--- config.mk ---
export PLATFORM = sky130hd
export DESIGN_NAME = mux4_rr_arbiter
export DESIGN_NICKNAME = d
export VERILOG_FILES = /design/src/rtl/mux4_rr_arbiter_pkg.sv /design/src/rtl/mux4_rr_arbiter_mux4_4bit.sv /design/src/rtl/mux4_rr_arbiter.sv
export SDC_FILE = /design/constraint.sdc
export NUM_CORES = 1
export LEC_CHECK = 0
export BUFFER_PORTS_ARGS = -buffer_cell sky130_fd_sc_hd__buf_2
export CORE_MARGIN = 1.5
export CORE_UTILIZATION = 25
export DETAILED_ROUTE_END_ITERATION = 6
export SYNTH_ARGS = -nofsm -noshare
export SYNTH_HDL_FRONTEND = slang
export SYNTH_SLANG_ARGS = --single-unit
--- constraint.sdc ---
create_clock -name clk -period 4.74 [get_ports clk]
set_clock_uncertainty 0.2 [all_clocks]
set_input_delay 0.237 -clock clk [delete_from_list [all_inputs] [get_ports clk]]
set_output_delay 0.237 -clock clk [all_outputs]
set_load 0.02 [all_outputs]
--- src/rtl/mux4_rr_arbiter_pkg.sv ---
// Shared types, sizes and arbitration helpers for the 4-way round-robin packet mux.
package mux4_rr_arbiter_pkg;

  localparam int NUM_REQ = 4;
  localparam int SEL_W   = 2;
  localparam int STALL_W = 8;

  typedef enum logic [0:0] {
    IDLE = 1'b0,
    BUSY = 1'b1
  } state_t;

  // First requester found when scanning from ptr upward, wrapping mod 4.
  function automatic logic [SEL_W-1:0] rr_pick(input logic [NUM_REQ-1:0] req_v,
                                               input logic [SEL_W-1:0]   ptr_v);
    logic [SEL_W-1:0] idx_s;
    logic             found_s;
    rr_pick = ptr_v;
    found_s = 1'b0;
    for (int i = 0; i < NUM_REQ; i++) begin
      idx_s = ptr_v + SEL_W'(i);
      if (!found_s && req_v[idx_s]) begin
        rr_pick = idx_s;
        found_s = 1'b1;
      end
    end
  endfunction

  // Index to one-hot grant vector.
  function automatic logic [NUM_REQ-1:0] to_onehot(input logic [SEL_W-1:0] idx_v);
    to_onehot        = {NUM_REQ{1'b0}};
    to_onehot[idx_v] = 1'b1;
  endfunction

endpackage

--- src/rtl/mux4_rr_arbiter_mux4_4bit.sv ---
// One 4-bit slice of the data path: a plain 4:1 multiplexer.
module mux4_4bit
  import mux4_rr_arbiter_pkg::*;
(
  input  logic [3:0]       a,
  input  logic [3:0]       b,
  input  logic [3:0]       c,
  input  logic [3:0]       d,
  input  logic [SEL_W-1:0] sel,
  output logic [3:0]       y
);

  // Select one nibble according to sel.
  always_comb begin
    y = 4'h0;
    case (sel)
      2'd0:    y = a;
      2'd1:    y = b;
      2'd2:    y = c;
      2'd3:    y = d;
      default: y = 4'h0;
    endcase
  end

endmodule

--- src/rtl/mux4_rr_arbiter.sv ---
// Round-robin arbiter feeding a 4:1 packet mux. A grant is locked until the
// granted requester completes a last-beat transfer or stalls out (timeout).
module mux4_rr_arbiter
  import mux4_rr_arbiter_pkg::*;
#(
  parameter int WIDTH   = 4,
  parameter int TIMEOUT = 15
) (
  input  logic               clk,
  input  logic               rst_n,
  input  logic [NUM_REQ-1:0] req,
  input  logic [NUM_REQ-1:0] last,
  input  logic [WIDTH-1:0]   in0,
  input  logic [WIDTH-1:0]   in1,
  input  logic [WIDTH-1:0]   in2,
  input  logic [WIDTH-1:0]   in3,
  output logic [NUM_REQ-1:0] in_ready,
  output logic [WIDTH-1:0]   out_data,
  output logic               out_valid,
  input  logic               out_ready,
  output logic [NUM_REQ-1:0] gnt,
  output logic [SEL_W-1:0]   sel,
  output logic               busy,
  output logic               abort
);

  localparam logic [STALL_W-1:0] TO_LIM = STALL_W'(TIMEOUT);

  state_t               state_r, state_s;
  logic [SEL_W-1:0]     ptr_r, ptr_s;
  logic [SEL_W-1:0]     sel_r, sel_s;
  logic [NUM_REQ-1:0]   gnt_r, gnt_s;
  logic [STALL_W-1:0]   stall_r, stall_s;
  logic                 abort_r, abort_s;
  logic                 sel_req_s;

  assign sel_req_s = req[sel_r];

  // Next-state, grant, pointer and stall-counter decisions.
  always_comb begin
    state_s = state_r;
    ptr_s   = ptr_r;
    sel_s   = sel_r;
    gnt_s   = gnt_r;
    stall_s = stall_r;
    abort_s = 1'b0;
    case (state_r)
      IDLE: begin
        if (req != 4'b0000) begin
          sel_s   = rr_pick(req, ptr_r);
          gnt_s   = to_onehot(sel_s);
          stall_s = 8'd0;
          state_s = BUSY;
        end else begin
          gnt_s   = 4'b0000;
        end
      end
      BUSY: begin
        if (sel_req_s) begin
          // Backpressure (out_ready low) is not a stall; last only counts on a transfer.
          stall_s = 8'd0;
          if (out_ready && last[sel_r]) begin
            state_s = IDLE;
            gnt_s   = 4'b0000;
            ptr_s   = sel_r + 2'd1;
          end else begin
            state_s = BUSY;
          end
        end else begin
          if ((stall_r + 8'd1) == TO_LIM) begin
            abort_s = 1'b1;
            state_s = IDLE;
            gnt_s   = 4'b0000;
            ptr_s   = sel_r + 2'd1;
            stall_s = 8'd0;
          end else begin
            stall_s = stall_r + 8'd1;
          end
        end
      end
      default: begin
        state_s = IDLE;
        gnt_s   = 4'b0000;
        stall_s = 8'd0;
      end
    endcase
  end

  // Control state registers; reset abandons any packet without an abort pulse.
  always_ff @(posedge clk or negedge rst_n) begin
    if (!rst_n) begin
      state_r <= IDLE;
      ptr_r   <= 2'd0;
      sel_r   <= 2'd0;
      gnt_r   <= 4'b0000;
      stall_r <= 8'd0;
      abort_r <= 1'b0;
    end else begin
      state_r <= state_s;
      ptr_r   <= ptr_s;
      sel_r   <= sel_s;
      gnt_r   <= gnt_s;
      stall_r <= stall_s;
      abort_r <= abort_s;
    end
  end

  assign gnt       = gnt_r;
  assign sel       = sel_r;
  assign abort     = abort_r;
  assign busy      = (state_r == BUSY);
  assign out_valid = (state_r == BUSY) & sel_req_s;
  assign in_ready  = gnt_r & {NUM_REQ{out_ready}};

  // Data path: one nibble-wide mux per 4 bits of WIDTH.
  for (genvar g = 0; g < WIDTH / 4; g++) begin : g_slice
    mux4_4bit u_mux (
      .a   (in0[g*4 +: 4]),
      .b   (in1[g*4 +: 4]),
      .c   (in2[g*4 +: 4]),
      .d   (in3[g*4 +: 4]),
      .sel (sel_r),
      .y   (out_data[g*4 +: 4])
    );
  end

endmodule

==> results of run 1 <==
cell families (layout without fill, tap and decap cells):
kind of cell             after synthesis  after routing  synth area share [%]
XOR/XNOR                               3              3                  3.39
buffers and inverters                 17             61                  5.46
multiplexers                           6              6                  6.40
adder cells (fa/ha/maj)                6              6                  5.64
AND/OR/NAND/NOR                       56             56                  25.0
flip-flops                            18             18                  33.9
AO/OA/AOI/OAI                         37             37                  20.2
power breakdown:
group / switching, uW / leakage, uW / internal, uW / total, uW
combinational: 262 / 0.000530 / 185 / 447
sequential: 54.0 / 0.000237 / 195 / 249
clock: 53.5 / 0.0000288 / 73.8 / 127
synth_stat cells, types with 2 or more instances:
cell and count:
dfrtp_1 18, nand2_1 18, inv_1 13, o21ai_0 13
nor2_1 10, and2_1 6, ha_1 6, a222oi_1 4
mux2i_1 4, o32ai_1 4, a21oi_1 3, nand3_1 3
nor2b_1 3, o211ai_1 3, clkbuf_1 2, mux4_2 2
nor3_4 2, nor3b_1 2, or3_1 2, xor2_1 2
worst min path at each step:
stage                          from    endpoint  cells after the start
after CTS                 out_ready    ptr_r[1]                      3
after global routing      out_ready    ptr_r[1]                      3
after detailed placement      rst_n  stall_r[6]                      1
final                     out_ready    ptr_r[1]                      3
after floorplan               rst_n       abort                      0
after global placement        rst_n  stall_r[6]                      1
per-layer routing:
layer | vias up | global-route usage [%] | share of wire [%]
met4 | 0 | 4.26 | 0.64
met1 | 542 | 16.4 | 50
met2 | 29 | 17.2 | 45
li1 | 605 | - | -
met3 | 2 | 1.81 | 3.8
met5 | - | 0 | 0
worst register-to-register path, delay by kind of cell, from the launching register on:
family             cells  cell delay [ps]
AOI/OAI and AO/OA      2              360
DFF                    1              490
and+or+nand+nor        1              360
muxes                  1              610
flip-flops by register name (all words and copies together) (netlist names):
name     flops
stall_r      8
gnt          4
ptr_r        2
sel          2
abort        1
busy         1
repair_timing:
item,in CTS,in global routing
setup endpoints to repair,0,0
hold endpoints to repair,18,0
setup buffers,0,0
gates resized for setup,0,0
hold buffers,1,0
metrics by stage:
step / utilization (%) / setup WS [ps] / hold slack, ps
2_1_floorplan: - / 2610 / -259
3_3_place_gp: 31.5 / 2640 / -3.82
3_5_place_dp: 31.5 / 2580 / 3.17
4_1_cts: 32.8 / 2470 / 172
5_1_grt: 32.8 / 2270 / 201
6_report: 32.8 / 2470 / 172
final cells by class:
class	instances	area share (%)
clock buffers	4	3.29
inverters	13	2.91
multi-input cells	108	48.2
flip-flops and latches	18	26.9
well taps	70	5.23
repair buffers	44	13.5
==> flow_summary.toml, run 1 <==
[global_routing]
grt-ovfl-total = 0
grt_pass1_vias = 1104
antenna_found_initial = 0
grt.total_usage_pct = 11.4
grt_pass1_wl_um = 5420
grt_max_degree = 19

[pwr]
p_total_uw = 823
p_leak_uw = 0.000796
power_density_mw_per_mm2 = 491
vdd_ir_drop_max_mv = 0.124

[sta]
setup_viol = 0
slew_headroom_pct = 64.5
drv_slew = 0
fin_crit_sh_pct = 47.9
hold_violations = 0
fin_tns_setup_ps = 0
tightest_slew_ps = 519
min_period_ps = 2270
max_freq_mhz = 440
rsz0062_at_grt = "false"

[layout]
seqCellArea_um2 = 450
multi_input_area_um2 = 807
area_delta_synth_final_pct = 25.9
stdcell_area_mm2 = 0.00167
fill_cells = 544
diodes = 0
final_cell_mix = "buf_2 (43), nand2_1 (18), dfrtp_1 (18)"
layout-drive-gt1-share_pct = 31.0
mostFrequentLayoutCell = "buf_2"
layoutNonFillerInstCount = 257
nets = 221

[flow_run]
max_cap_violations = 0

[synthesis]
yosys-top-cells-area = "dfrtp_1 (34%), ha_1 (5.6%), nand2_1 (5.1%)"
synth_cells = 143
synth_edf_count = 0
ys_types = 43
ys_async_sr_fraction_pct = 100
synth.avg_cell_area_um2 = 9.30
synth_top_area_share_pct = 33.9
synth_area_leader_cell = "dfrtp_1"
yosysWarningCount = 0
synth_fp_nets = 176
ys_seq_area_share_pct = 33.9
syn_area_mm2 = 0.00133
ys_ff_latch = 18
synth_ff_type = "dfrtp_1"

[clocking]
numCtsBuffers = 3
root_buffer = "clkbuf_8"
clock_path_buffers = 2
cts_tree = "built"
insertion_delay_ps = 260
clkSlewWorstSetupHoldPaths_ps = 80
htree_levels = 1
clock_sinks = 18

[detailed_routing]
drt_iter0_markers = 86
drc_errors = 0
avgRoutedWirePerCell_um = 12.2
routed_via_density = 4.58
routed_wl_um = 3130
antenna_left = 0
vias = 1178
drtPass1Iterations = 6

[critical_path]
critPathMaxFanout = 7
critPathBufInv = 2
cp_slowest_cell = "dfrtp_1"
reg2reg_to = "ptr_r[1]"
crit-reg2reg-launch = "sel[0]"
cp_top_family = "flip-flops"
cp_slowest_stage_delay_ps = 490
endpoint = "out_data[0]"
critical_path_class = "register to output port"
arrival_ps = 1840
path_cells = "inv_1 -> ha_1 -> a222oi_1 -> mux2i_1 -> buf_2"
crit_start = "sel[0]"
worst_ep_required_time_ps = 4300
r2r_slack_ps = 2600
cp-end-kind = "output port"
worst-path-stages = 5
start_kind = "register"
reg2reg_depth = 4

[place]
placed_area_mm2 = 0.00161
gp_routability_congestion = 0.775
portBuffers = 43
hpwl_um = 2500
dp.cells = 252

[hold_path]
hold_path.class = "input port to register"

[floorplan]
pin_count = 44
fp.dieH_um = 75.9
initial_utilization_pct = 26.0
row_count = 26
fp.dieW_um = 75.9
core_area_mm2 = 0.00511
design.die.area_mm2 = 0.00577

[outcome]
status = "completed"
No activity file was read; power rests on OpenSTA's default activity.
==> inputs of run 2 (changes only) <==
Clock period 4.74 ns to 1.9 ns, I/O delays scaled along.
==> run 2 against run 1 <==
- the flow now finishes with violations (negative setup slack)
- global-route usage grew 1.3 points
- register-to-register slack lost 2800 ps
- cell count grew 11%
- critical path depth is the same
- critical endpoint is now ptr_r[0]
- clock power grew to 2.5 times the previous value
- wire length grew 20%
- sequential power grew 140%
==> flow_summary.toml, run 2 (same netlist as run 1, synthesis figures left out) <==
[floorplan]
pin_count = 44
core_area_mm2 = 0.00511
initial_utilization_pct = 26.0
design.die.area_mm2 = 0.00577
fp.dieH_um = 75.9
row_count = 26
fp.dieW_um = 75.9

[layout]
layout-drive-gt1-share_pct = 53.2
nets = 250
mostFrequentLayoutCell = "buf_2"
largest_reg_flops = 8
area_delta_synth_final_pct = 56.8
diodes = 0
regMostFlops = "stall_r"
post-route-util_pct = 40.8
final_cell_mix = "buf_2 (41), buf_4 (20), nand2_1 (16), dfrtp_1 (16), buf_6 (11)"

[hold_path]
min-delay-start = "out_ready"
hold_path.class = "input port to register"
hold_depth = 3

[critical_path]
cp_top_family = "multiplexers"
reg2reg_depth = 5
cp_slowest_stage_delay_ps = 550
worst_ep_required_time_ps = 1890
arrival_ps = 2040
start_kind = "register"
critical_path_class = "register to register"
worst-path-stages = 5
path_cells = "mux4_2 -> buf_6 -> or3_1 -> o32a_1 -> o21ai_2"
critPathMaxFanout = 4
crit-reg2reg-launch = "sel[0]"
cp_slowest_cell = "mux4_2"
crit_start = "sel[0]"
critPathBufInv = 1
cp-end-kind = "register"

[sta]
max_freq_mhz = 487
drv_slew = 0
min_period_ps = 2050
rsz0062_at_grt = "true"
fin_crit_sh_pct = 108
hold_violations = 0
worst_slack_ps = -152
setup_viol = 8
slew_headroom_pct = 73.8
tightest_slew_ps = 383

[clocking]
cts_tree = "built"
numCtsBuffers = 3
insertion_delay_ps = 250
clock_sinks = 18
clock_path_buffers = 2
htree_levels = 1
root_buffer = "clkbuf_8"
clkSlewWorstSetupHoldPaths_ps = 70

[global_routing]
grt_max_degree = 19
grt-ovfl-total = 0
grt.total_usage_pct = 12.7
grt_pass1_vias = 1289
antenna_found_initial = 0
grt_pass1_wl_um = 5970

[outcome]
failed_checks = "negative setup slack"
status = "finished with violations"

[detailed_routing]
vias = 1343
drc_errors = 0
routed_wl_um = 3740
drtPass1Iterations = 4
antenna_left = 0
routed_via_density = 4.70
drt_iter0_markers = 58
avgRoutedWirePerCell_um = 13.1

[pwr]
vdd_ir_drop_max_mv = 0.430
p_leak_uw = 0.000973
p_total_uw = 2650
power_density_mw_per_mm2 = 1270

[place]
gp_routability_congestion = 0.759
portBuffers = 43
hpwl_um = 2710

[flow_run]
max_cap_violations = 0
run 2: cell types whose count changed in the layout (fill, tap and decap cells not counted), sizes merged:
cell / previous run / this run
buf: 43 / 72
run 2: power by group:
group	switching, uW	total (uW)	internal (uW)
clock	134	318	184
combinational	902	1730	832
sequential	110	599	489
run 2: tightest hold or removal path: cells and delay by family:
kind	cells	cell delay, ps
buffers and inverters	1	150
AND/OR/NAND/NOR	1	110
AO/OA/AOI/OAI	1	110
run 2: metrics by stage:
step | TNS, ps | setup slack, ps | std cells | hold WS [ps] | cell area [um2]
after floorplan | -690 | -121 | 143 | -401 | 1330
after global placement | -493 | -99.5 | 270 | -146 | 1750
after detailed placement | -978 | -171 | 270 | -145 | 1750
after CTS | -404 | -94.0 | 280 | 41.6 | 1950
after global routing | -1670 | -196 | 286 | 99.9 | 2090
final | -709 | -152 | 286 | 57.4 | 2090
run 2: worst paths after layout:
kind	end	slack, ps
worst max register to register	ptr_r[0]	-150
min in group asynchronous	gnt[0]	100
max in group asynchronous	stall_r[2]	1090
worst min register to register	stall_r[5]	330
worst max-delay path	ptr_r[0]	-150
worst min-delay path	ptr_r[1]	60
run 2: area by class of cell:
type	count	area [um2]
tap	70	87.6
multi-input combinational	108	950
fill	515	3020
inverter	13	51.3
clock buffer	4	55.1
timing repair buffer	73	489
sequential	18	453
run 2: what timing repair did:
item | in CTS | in global routing
setup endpoints to repair | 18 | 20
pin swaps | 8 | 12
hold endpoints to repair | 18 | 0
hold buffers | 1 | 0
setup buffers | 5 | 7
gates resized for setup | 29 | 28
run 2: layer usage:
layer	GRT usage (%)	up-vias	part of all wire (%)
met5	0	-	0
met4	4.63	0	1.2
met1	17.0	644	46
met2	20.9	32	50
li1	-	663	-
met3	1.69	4	3.1
